### src/rtl/fp_addsub_pipe.sv
// rtl/fp_addsub_pipe.sv - pipelined IEEE-754 add/sub with RNE rounding, specials and status flags
module fp_addsub_pipe #(
    parameter int EXP_W = 8,
    parameter int MAN_W = 23,
    localparam int W = 1 + EXP_W + MAN_W
) (
    input  logic         clk,
    input  logic         rst_n,
    input  logic         in_valid,
    output logic         in_ready,
    input  logic [W-1:0] a,
    input  logic [W-1:0] b,
    input  logic         sub,
    output logic         out_valid,
    input  logic         out_ready,
    output logic [W-1:0] result,
    output logic         flag_nv,
    output logic         flag_of,
    output logic         flag_nx
);
    localparam int MW = MAN_W + 5;
    localparam int EW = EXP_W + 1;
    localparam logic [EW-1:0] SH_CAP = EW'(MAN_W + 3);
    localparam logic [EW-1:0] E_MAX  = EW'((1 << EXP_W) - 1);
    localparam logic [W-1:0]  QNAN   = {1'b0, {EXP_W{1'b1}}, 1'b1, {(MAN_W-1){1'b0}}};

    logic adv;
    assign adv      = ~out_valid | out_ready;
    assign in_ready = adv;

    // Operand capture rank
    logic v0_q, v0_d, sub0_q, sub0_d;
    logic [W-1:0] a0_q, a0_d, b0_q, b0_d;
    // S1: unpack / classify / align
    logic v1_q, v1_d, spec1_q, spec1_d, snv1_q, snv1_d, sign1_q, sign1_d;
    logic zsign1_q, zsign1_d, esub1_q, esub1_d;
    logic [W-1:0]  sres1_q, sres1_d;
    logic [EW-1:0] exp1_q, exp1_d;
    logic [MW-1:0] mb1_q, mb1_d, ms1_q, ms1_d;
    // S2: signed mantissa add
    logic v2_q, v2_d, spec2_q, spec2_d, snv2_q, snv2_d, sign2_q, sign2_d;
    logic [W-1:0]  sres2_q, sres2_d;
    logic [EW-1:0] exp2_q, exp2_d;
    logic [MW-1:0] sum2_q, sum2_d;
    // S3: normalise / round / pack
    logic v3_q, v3_d, nv3_q, nv3_d, of3_q, of3_d, nx3_q, nx3_d;
    logic [W-1:0] res3_q, res3_d;

    logic               sa, sb, a_nan, b_nan, a_inf, b_inf, a_snan, b_snan, a_big;
    logic [EXP_W-1:0]   ea, eb;
    logic [MAN_W-1:0]   fa, fb;
    logic [EW-1:0]      eea, eeb, e_big, e_sml, e_diff, sh;
    logic [MW-1:0]      ma, mb, m_big, m_sml;
    logic [2*MW-1:0]    wide;

    always_comb begin
        v0_d   = in_valid;
        a0_d   = a;
        b0_d   = b;
        sub0_d = sub;

        sa     = a0_q[W-1];
        sb     = b0_q[W-1] ^ sub0_q;
        ea     = a0_q[W-2:MAN_W];
        eb     = b0_q[W-2:MAN_W];
        fa     = a0_q[MAN_W-1:0];
        fb     = b0_q[MAN_W-1:0];
        a_nan  = (&ea) & (|fa);
        b_nan  = (&eb) & (|fb);
        a_inf  = (&ea) & ~(|fa);
        b_inf  = (&eb) & ~(|fb);
        a_snan = a_nan & ~fa[MAN_W-1];
        b_snan = b_nan & ~fb[MAN_W-1];
        // Subnormals share the minimum normal exponent, with no hidden bit
        eea    = (ea == '0) ? EW'(1) : {1'b0, ea};
        eeb    = (eb == '0) ? EW'(1) : {1'b0, eb};
        ma     = {1'b0, |ea, fa, 3'b000};
        mb     = {1'b0, |eb, fb, 3'b000};
        a_big  = {eea, ma} >= {eeb, mb};
        e_big  = a_big ? eea : eeb;
        e_sml  = a_big ? eeb : eea;
        m_big  = a_big ? ma : mb;
        m_sml  = a_big ? mb : ma;
        e_diff = e_big - e_sml;
        sh     = (e_diff > SH_CAP) ? SH_CAP : e_diff;
        wide   = {m_sml, {MW{1'b0}}} >> sh;

        v1_d     = v0_q;
        exp1_d   = e_big;
        mb1_d    = m_big;
        ms1_d    = {wide[2*MW-1:MW+1], wide[MW] | (|wide[MW-1:0])};
        sign1_d  = a_big ? sa : sb;
        zsign1_d = sa & sb;
        esub1_d  = sa ^ sb;
        spec1_d  = a_nan | b_nan | a_inf | b_inf;
        sres1_d  = QNAN;
        snv1_d   = 1'b0;
        if (a_nan | b_nan) begin
            snv1_d = a_snan | b_snan;
        end else if (a_inf & b_inf & (sa != sb)) begin
            snv1_d = 1'b1;
        end else if (a_inf) begin
            sres1_d = {sa, {EXP_W{1'b1}}, {MAN_W{1'b0}}};
        end else if (b_inf) begin
            sres1_d = {sb, {EXP_W{1'b1}}, {MAN_W{1'b0}}};
        end
    end

    always_comb begin
        v2_d    = v1_q;
        spec2_d = spec1_q;
        sres2_d = sres1_q;
        snv2_d  = snv1_q;
        exp2_d  = exp1_q;
        sum2_d  = esub1_q ? (mb1_q - ms1_q) : (mb1_q + ms1_q);
        sign2_d = (sum2_d == '0) ? zsign1_q : sign1_q;
    end

    logic [EW-1:0]    lz, lim, nsh, e;
    logic [MW-2:0]    m;
    logic [MAN_W+1:0] mr;
    logic             inc;

    always_comb begin
        lz = EW'(MW - 1);
        for (int i = 0; i < MW - 1; i++) begin
            if (sum2_q[i]) lz = EW'(MW - 2 - i);
        end
        lim = exp2_q - EW'(1);
        nsh = (lz > lim) ? lim : lz;
        if (sum2_q[MW-1]) begin
            m    = sum2_q[MW-1:1];
            m[0] = sum2_q[1] | sum2_q[0];
            e    = exp2_q + EW'(1);
        end else begin
            m = sum2_q[MW-2:0] << nsh;
            e = exp2_q - nsh;
        end
        inc = m[2] & (m[1] | m[0] | m[3]);
        mr  = {1'b0, m[MW-2:3]} + (MAN_W+2)'(inc);
        if (mr[MAN_W+1]) begin
            mr = mr >> 1;
            e  = e + EW'(1);
        end

        v3_d  = v2_q;
        nv3_d = 1'b0;
        of3_d = 1'b0;
        nx3_d = m[2] | m[1] | m[0];
        // Hidden bit clear after normalise/round means the result stays subnormal
        res3_d = {sign2_q, mr[MAN_W] ? e[EXP_W-1:0] : {EXP_W{1'b0}}, mr[MAN_W-1:0]};
        if (e >= E_MAX) begin
            res3_d = {sign2_q, {EXP_W{1'b1}}, {MAN_W{1'b0}}};
            of3_d  = 1'b1;
            nx3_d  = 1'b1;
        end
        if (spec2_q) begin
            res3_d = sres2_q;
            nv3_d  = snv2_q;
            of3_d  = 1'b0;
            nx3_d  = 1'b0;
        end
    end

    always_ff @(posedge clk or negedge rst_n) begin
        if (!rst_n) begin
            v0_q <= 1'b0; a0_q <= '0; b0_q <= '0; sub0_q <= 1'b0;
            v1_q <= 1'b0; spec1_q <= 1'b0; sres1_q <= '0; snv1_q <= 1'b0; sign1_q <= 1'b0;
            zsign1_q <= 1'b0; esub1_q <= 1'b0; exp1_q <= '0; mb1_q <= '0; ms1_q <= '0;
            v2_q <= 1'b0; spec2_q <= 1'b0; sres2_q <= '0; snv2_q <= 1'b0; sign2_q <= 1'b0;
            exp2_q <= '0; sum2_q <= '0;
            v3_q <= 1'b0; res3_q <= '0; nv3_q <= 1'b0; of3_q <= 1'b0; nx3_q <= 1'b0;
        end else if (adv) begin
            v0_q <= v0_d; a0_q <= a0_d; b0_q <= b0_d; sub0_q <= sub0_d;
            v1_q <= v1_d; spec1_q <= spec1_d; sres1_q <= sres1_d; snv1_q <= snv1_d; sign1_q <= sign1_d;
            zsign1_q <= zsign1_d; esub1_q <= esub1_d; exp1_q <= exp1_d; mb1_q <= mb1_d; ms1_q <= ms1_d;
            v2_q <= v2_d; spec2_q <= spec2_d; sres2_q <= sres2_d; snv2_q <= snv2_d; sign2_q <= sign2_d;
            exp2_q <= exp2_d; sum2_q <= sum2_d;
            v3_q <= v3_d; res3_q <= res3_d; nv3_q <= nv3_d; of3_q <= of3_d; nx3_q <= nx3_d;
        end
    end

    assign out_valid = v3_q;
    assign result    = res3_q;
    assign flag_nv   = nv3_q;
    assign flag_of   = of3_q;
    assign flag_nx   = nx3_q;
endmodule

### config.mk
export PLATFORM = sky130hd
export DESIGN_NAME = fp_addsub_pipe
export DESIGN_NICKNAME = d
export VERILOG_FILES = /design/src/rtl/fp_addsub_pipe.sv
export SDC_FILE = /design/constraint.sdc
export NUM_CORES = 1
export LEC_CHECK = 0
export ABC_AREA = 0
export BUFFER_PORTS_ARGS = -buffer_cell sky130_fd_sc_hd__buf_4
export CORE_MARGIN = 2
export CORE_UTILIZATION = 40
export DETAILED_ROUTE_END_ITERATION = 10
export PLACE_DENSITY = 0.6
export SYNTH_ARGS = -nofsm -noshare
export SYNTH_HDL_FRONTEND = slang
export SYNTH_SLANG_ARGS = --single-unit
### constraint.sdc
create_clock -name clk -period 12.95 [get_ports clk]
set_input_delay 2.59 -clock clk [delete_from_list [all_inputs] [get_ports clk]]
set_output_delay 2.59 -clock clk [all_outputs]
set_load 0.01 [all_outputs]
==> impl_results.html <==
<table>
<tr><th>Metric</th><th>Value</th></tr>
<tr><th colspan="2">Status</th></tr>
<tr><td>Status</td><td>finished clean</td></tr>
<tr><th colspan="2">Synthesis</th></tr>
<tr><td>Most common cell in the synthesized netlist</td><td>nand2_1</td></tr>
<tr><td>Fraction of registers with async set or reset after synthesis</td><td>100%</td></tr>
<tr><td>Cell type contributing the most total cell area after synthesis</td><td>dfrtp_1</td></tr>
<tr><td>Biggest area contributors in the synthesized netlist</td><td>dfrtp_1 (31%), nand2_1 (9.8%), mux2i_1 (6.3%)</td></tr>
<tr><td>Top cells by count, synth</td><td>nand2_1 (450), dfrtp_1 (213), nor2_1 (197), o21ai_0 (148), clkbuf_1 (114)</td></tr>
<tr><td>EDFF count, synth</td><td>0</td></tr>
<tr><td>Mean post-synth cell area</td><td>7.80 µm²</td></tr>
<tr><td>Distinct cells, synth</td><td>93</td></tr>
<tr><td>FF+latch count, synth</td><td>213</td></tr>
<tr><td>Sequential fraction of the synthesis area</td><td>30.8%</td></tr>
<tr><td>Synthesis warning total</td><td>0</td></tr>
<tr><td>Syn_nets</td><td>2364</td></tr>
<tr><td>Flip-flop cell with the highest count after synthesis</td><td>dfrtp_1</td></tr>
<tr><td>Post-synth top area share</td><td>30.8%</td></tr>
<tr><td>Number of instances in the synthesized netlist</td><td>2218</td></tr>
<tr><td>Netlist area before placement</td><td>17300 µm²</td></tr>
<tr><th colspan="2">Worst setup path</th></tr>
<tr><td>Maximum fanout along the worst path</td><td>62</td></tr>
<tr><td>Type of origin of the critical path</td><td>flop</td></tr>
<tr><td>Critical path endpoint category</td><td>flop</td></tr>
<tr><td>Critical Setup Path Class</td><td>flop to flop</td></tr>
<tr><td>Worst Path Arrival</td><td>9690 ps</td></tr>
<tr><td>Cell at the slowest stage of the critical path</td><td>o2111a_1</td></tr>
<tr><td>CP Data Required Time</td><td>13340 ps</td></tr>
<tr><td>Max stage delay on crit path</td><td>810 ps</td></tr>
<tr><th colspan="2">Place</th></tr>
<tr><td>Gp weighted congestion</td><td>0.983</td></tr>
<tr><td>Cell total after placement</td><td>2783</td></tr>
<tr><td>Port-buffer cells</td><td>105</td></tr>
<tr><td>Final HPWL DP</td><td>43200 µm</td></tr>
<tr><td>Placed instance area</td><td>18400 µm²</td></tr>
<tr><th colspan="2">Clocking</th></tr>
<tr><td>Post-CTS setup buffer count</td><td>0</td></tr>
<tr><td>Hold buffers post-CTS</td><td>0</td></tr>
<tr><td>Post-CTS clock slew at the launch and capture registers of the worst setup and hold paths</td><td>60 ps</td></tr>
<tr><td>Resized cells post-CTS</td><td>0</td></tr>
<tr><td>Number of sinks handled by clock tree synthesis</td><td>213</td></tr>
<tr><td>Worst-Skew Late Latency</td><td>580 ps</td></tr>
<tr><td>CTS H-Tree Depth</td><td>1</td></tr>
<tr><td>Clock Root Buffer</td><td>clkbuf_16</td></tr>
<tr><td>Clock Path Buffers</td><td>3</td></tr>
<tr><td>Number of buffers added by the clock tree synthesis step</td><td>27</td></tr>
<tr><td>CTS tree</td><td>yes</td></tr>
<tr><th colspan="2">STA</th></tr>
<tr><td>Slew Viols, Final</td><td>0</td></tr>
<tr><td>Post-Route Hold Slack</td><td>460 ps</td></tr>
<tr><td>Clock Skew</td><td>16.8 ps</td></tr>
<tr><td>RSZ-0062 raised after global routing</td><td>false</td></tr>
<tr><td>Number of endpoints failing setup at the final stage</td><td>0</td></tr>
<tr><td>Period utilization</td><td>71.8%</td></tr>
<tr><td>Upper clock frequency limit</td><td>0.108 GHz</td></tr>
<tr><td>Setup TNS</td><td>0 ps</td></tr>
<tr><td>Final Critical Period</td><td>9300 ps</td></tr>
<tr><td>Transition time at the pin with the least slew margin</td><td>1250 ps</td></tr>
<tr><td>Worst max-slew margin expressed relative to the limit</td><td>16.8%</td></tr>
<tr><td>Fin. Hold Viols</td><td>0</td></tr>
<tr><th colspan="2">Floorplan</th></tr>
<tr><td>Die Footprint</td><td>44900 µm²</td></tr>
<tr><td>Number of placed I/O pins</td><td>106</td></tr>
<tr><td>Number of cell rows</td><td>76</td></tr>
<tr><td>Area inside the core boundary</td><td>42900 µm²</td></tr>
<tr><td>Horizontal die dimension</td><td>212 µm</td></tr>
<tr><td>Die Span Y</td><td>212 µm</td></tr>
<tr><td>Starting density of the core</td><td>40.3%</td></tr>
<tr><th colspan="2">Drt</th></tr>
<tr><td>Routed Wire Length</td><td>58000 µm</td></tr>
<tr><td>Count of routing violations after the opening detailed-route iteration</td><td>1406</td></tr>
<tr><td>First-pass iteration count of the detailed router</td><td>6</td></tr>
<tr><td>Count of vias placed by the detailed router</td><td>16700</td></tr>
<tr><td>Vias per inst</td><td>5.90</td></tr>
<tr><td>Post-detailed-route count of antenna-violating nets</td><td>0</td></tr>
<tr><td>Detail-routed net length per standard cell</td><td>20.5 µm</td></tr>
<tr><td>Detailed-route DRC error count</td><td>0</td></tr>
<tr><th colspan="2">Global route</th></tr>
<tr><td>Total global routing overflow</td><td>0</td></tr>
<tr><td>Met1 capacity usage during global routing</td><td>36.5%</td></tr>
<tr><td>Global-route total usage across every layer</td><td>25.8%</td></tr>
<tr><td>First-pass GRT wire length</td><td>92200 µm</td></tr>
<tr><td>GR peak layer</td><td>met2</td></tr>
<tr><td>Pin count of the biggest net entering global routing</td><td>96</td></tr>
<tr><td>Antenna violations before repair</td><td>0</td></tr>
<tr><td>Met3 demand-to-capacity share in global routing</td><td>3.44%</td></tr>
<tr><td>Number of global-route vias before repair</td><td>16100</td></tr>
<tr><td>Met2 Track Usage GR</td><td>41.4%</td></tr>
<tr><th colspan="2">Layout</th></tr>
<tr><td>Final non-filler cell area</td><td>19300 µm²</td></tr>
<tr><td>Area growth from synthesis to final layout</td><td>11.3%</td></tr>
<tr><td>Count of antenna diodes in the layout</td><td>0</td></tr>
<tr><td>Net count of the finished layout</td><td>2373</td></tr>
<tr><td>Fraction of final layout cells sized beyond drive strength 1</td><td>10.2%</td></tr>
<tr><td>Final non-filler cell total</td><td>2829</td></tr>
<tr><th colspan="2">Job</th></tr>
<tr><td>Max-capacitance violation count</td><td>0</td></tr>
<tr><th colspan="2">Hold path</th></tr>
<tr><td>Tightest Hold Check Type</td><td>flop to flop</td></tr>
</table>
sequential cells by signal (all words and copies together) (netlist names), 3 cells and up:
name,cells
exp1_q,8
mb1_q,24
result,32
exp2_q,8
ms1_q,27
sum2_q,28
sres1_q,3
b0_q,32
sres2_q,3
a0_q,32
cell type report:
type | instances | area (µm²)
inverter | 80 | 308
sequential | 213 | 5330
timing repair buffer | 130 | 983
tap | 585 | 732
clock inverter | 10 | 106
clock buffer | 36 | 719
fill | 4289 | 23600
multi-input combinational | 1775 | 11100
worst max-delay path: cells and delay by family, from the launching register on:
kind            cells  cell delay (ps)
buf+inv             1              350
fa+ha+maj           2             1010
flops               1              430
xor+xnor            1              460
mux                 1              300
compound gates      9             2920
simple gates       13             3620
layout by cell type (no fill, tap or decap), drive strengths merged, types with 8 or more instances in the layout:
cell type / instances
nand2: 450
dfrtp: 213
nor2: 198
o21ai: 152
buf: 130
a21oi: 110
mux2i: 110
inv: 80
ha: 76
xnor2: 66
a31oi: 48
nand3: 42
nor3: 42
clkbuf: 36
nor4: 32
a22o: 28
nand4: 26
xor2: 24
o211ai: 22
a32oi: 21
o22ai: 20
a2111oi: 20
nor2b: 19
a21o: 18
mux2: 18
a22oi: 17
nand2b: 15
a211oi: 15
and2: 14
o31ai: 13
a221oi: 11
o21bai: 9
and3: 9
or3: 8
o21a: 8
cell families after synthesis:
group	share of synthesized area, %
AO/OA/AOI/OAI	22.8
XOR/XNOR	4.56
adder cells (fa/ha/maj)	5.61
buffers and inverters	5.34
flip-flops	30.8
multiplexers	7.87
AND/OR/NAND/NOR	23.0
per-stage QoR:
| stage | setup WS (ps) | util [%] |
|---|---|---|
| finish | 3650 | 44.9 |
| global route | 2980 | 44.9 |
| CTS | 3640 | 44.9 |
| detailed placement | 3660 | 43.0 |
| global placement | 3680 | 43.0 |
| floorplan | 6140 | - |
worst paths after layout:
check / from / endpoint / slack [ps] / cells after the start
min in group asynchronous: rst_n / a0_q[10]$_DFFE_PN0P_ / 2000 / 1
hold reg to reg: v2_q$_DFFE_PN0P_ / v2_q$_DFFE_PN0P_ / 460 / 2
setup / recovery: b0_q[26]$_DFFE_PN0P_ / ms1_q[0]$_DFFE_PN0P_ / 3650 / 27
setup reg to reg: b0_q[26]$_DFFE_PN0P_ / ms1_q[0]$_DFFE_PN0P_ / 3650 / 27
hold / removal: v2_q$_DFFE_PN0P_ / v2_q$_DFFE_PN0P_ / 460 / 2
max in group asynchronous: rst_n / result[3]$_DFFE_PN0P_ / 9570 / 2
metal layers:
| layer | wire, µm | part of all wire, % |
|---|---|---|
| met3 | 3140 | 5.4 |
| met2 | 26400 | 46 |
| met4 | 1530 | 2.6 |
| met5 | 0 | 0 |
| met1 | 26900 | 46 |
Power is not shown: default switching activity piles up to over one toggle a cycle in this logic, so the estimate is an artifact.
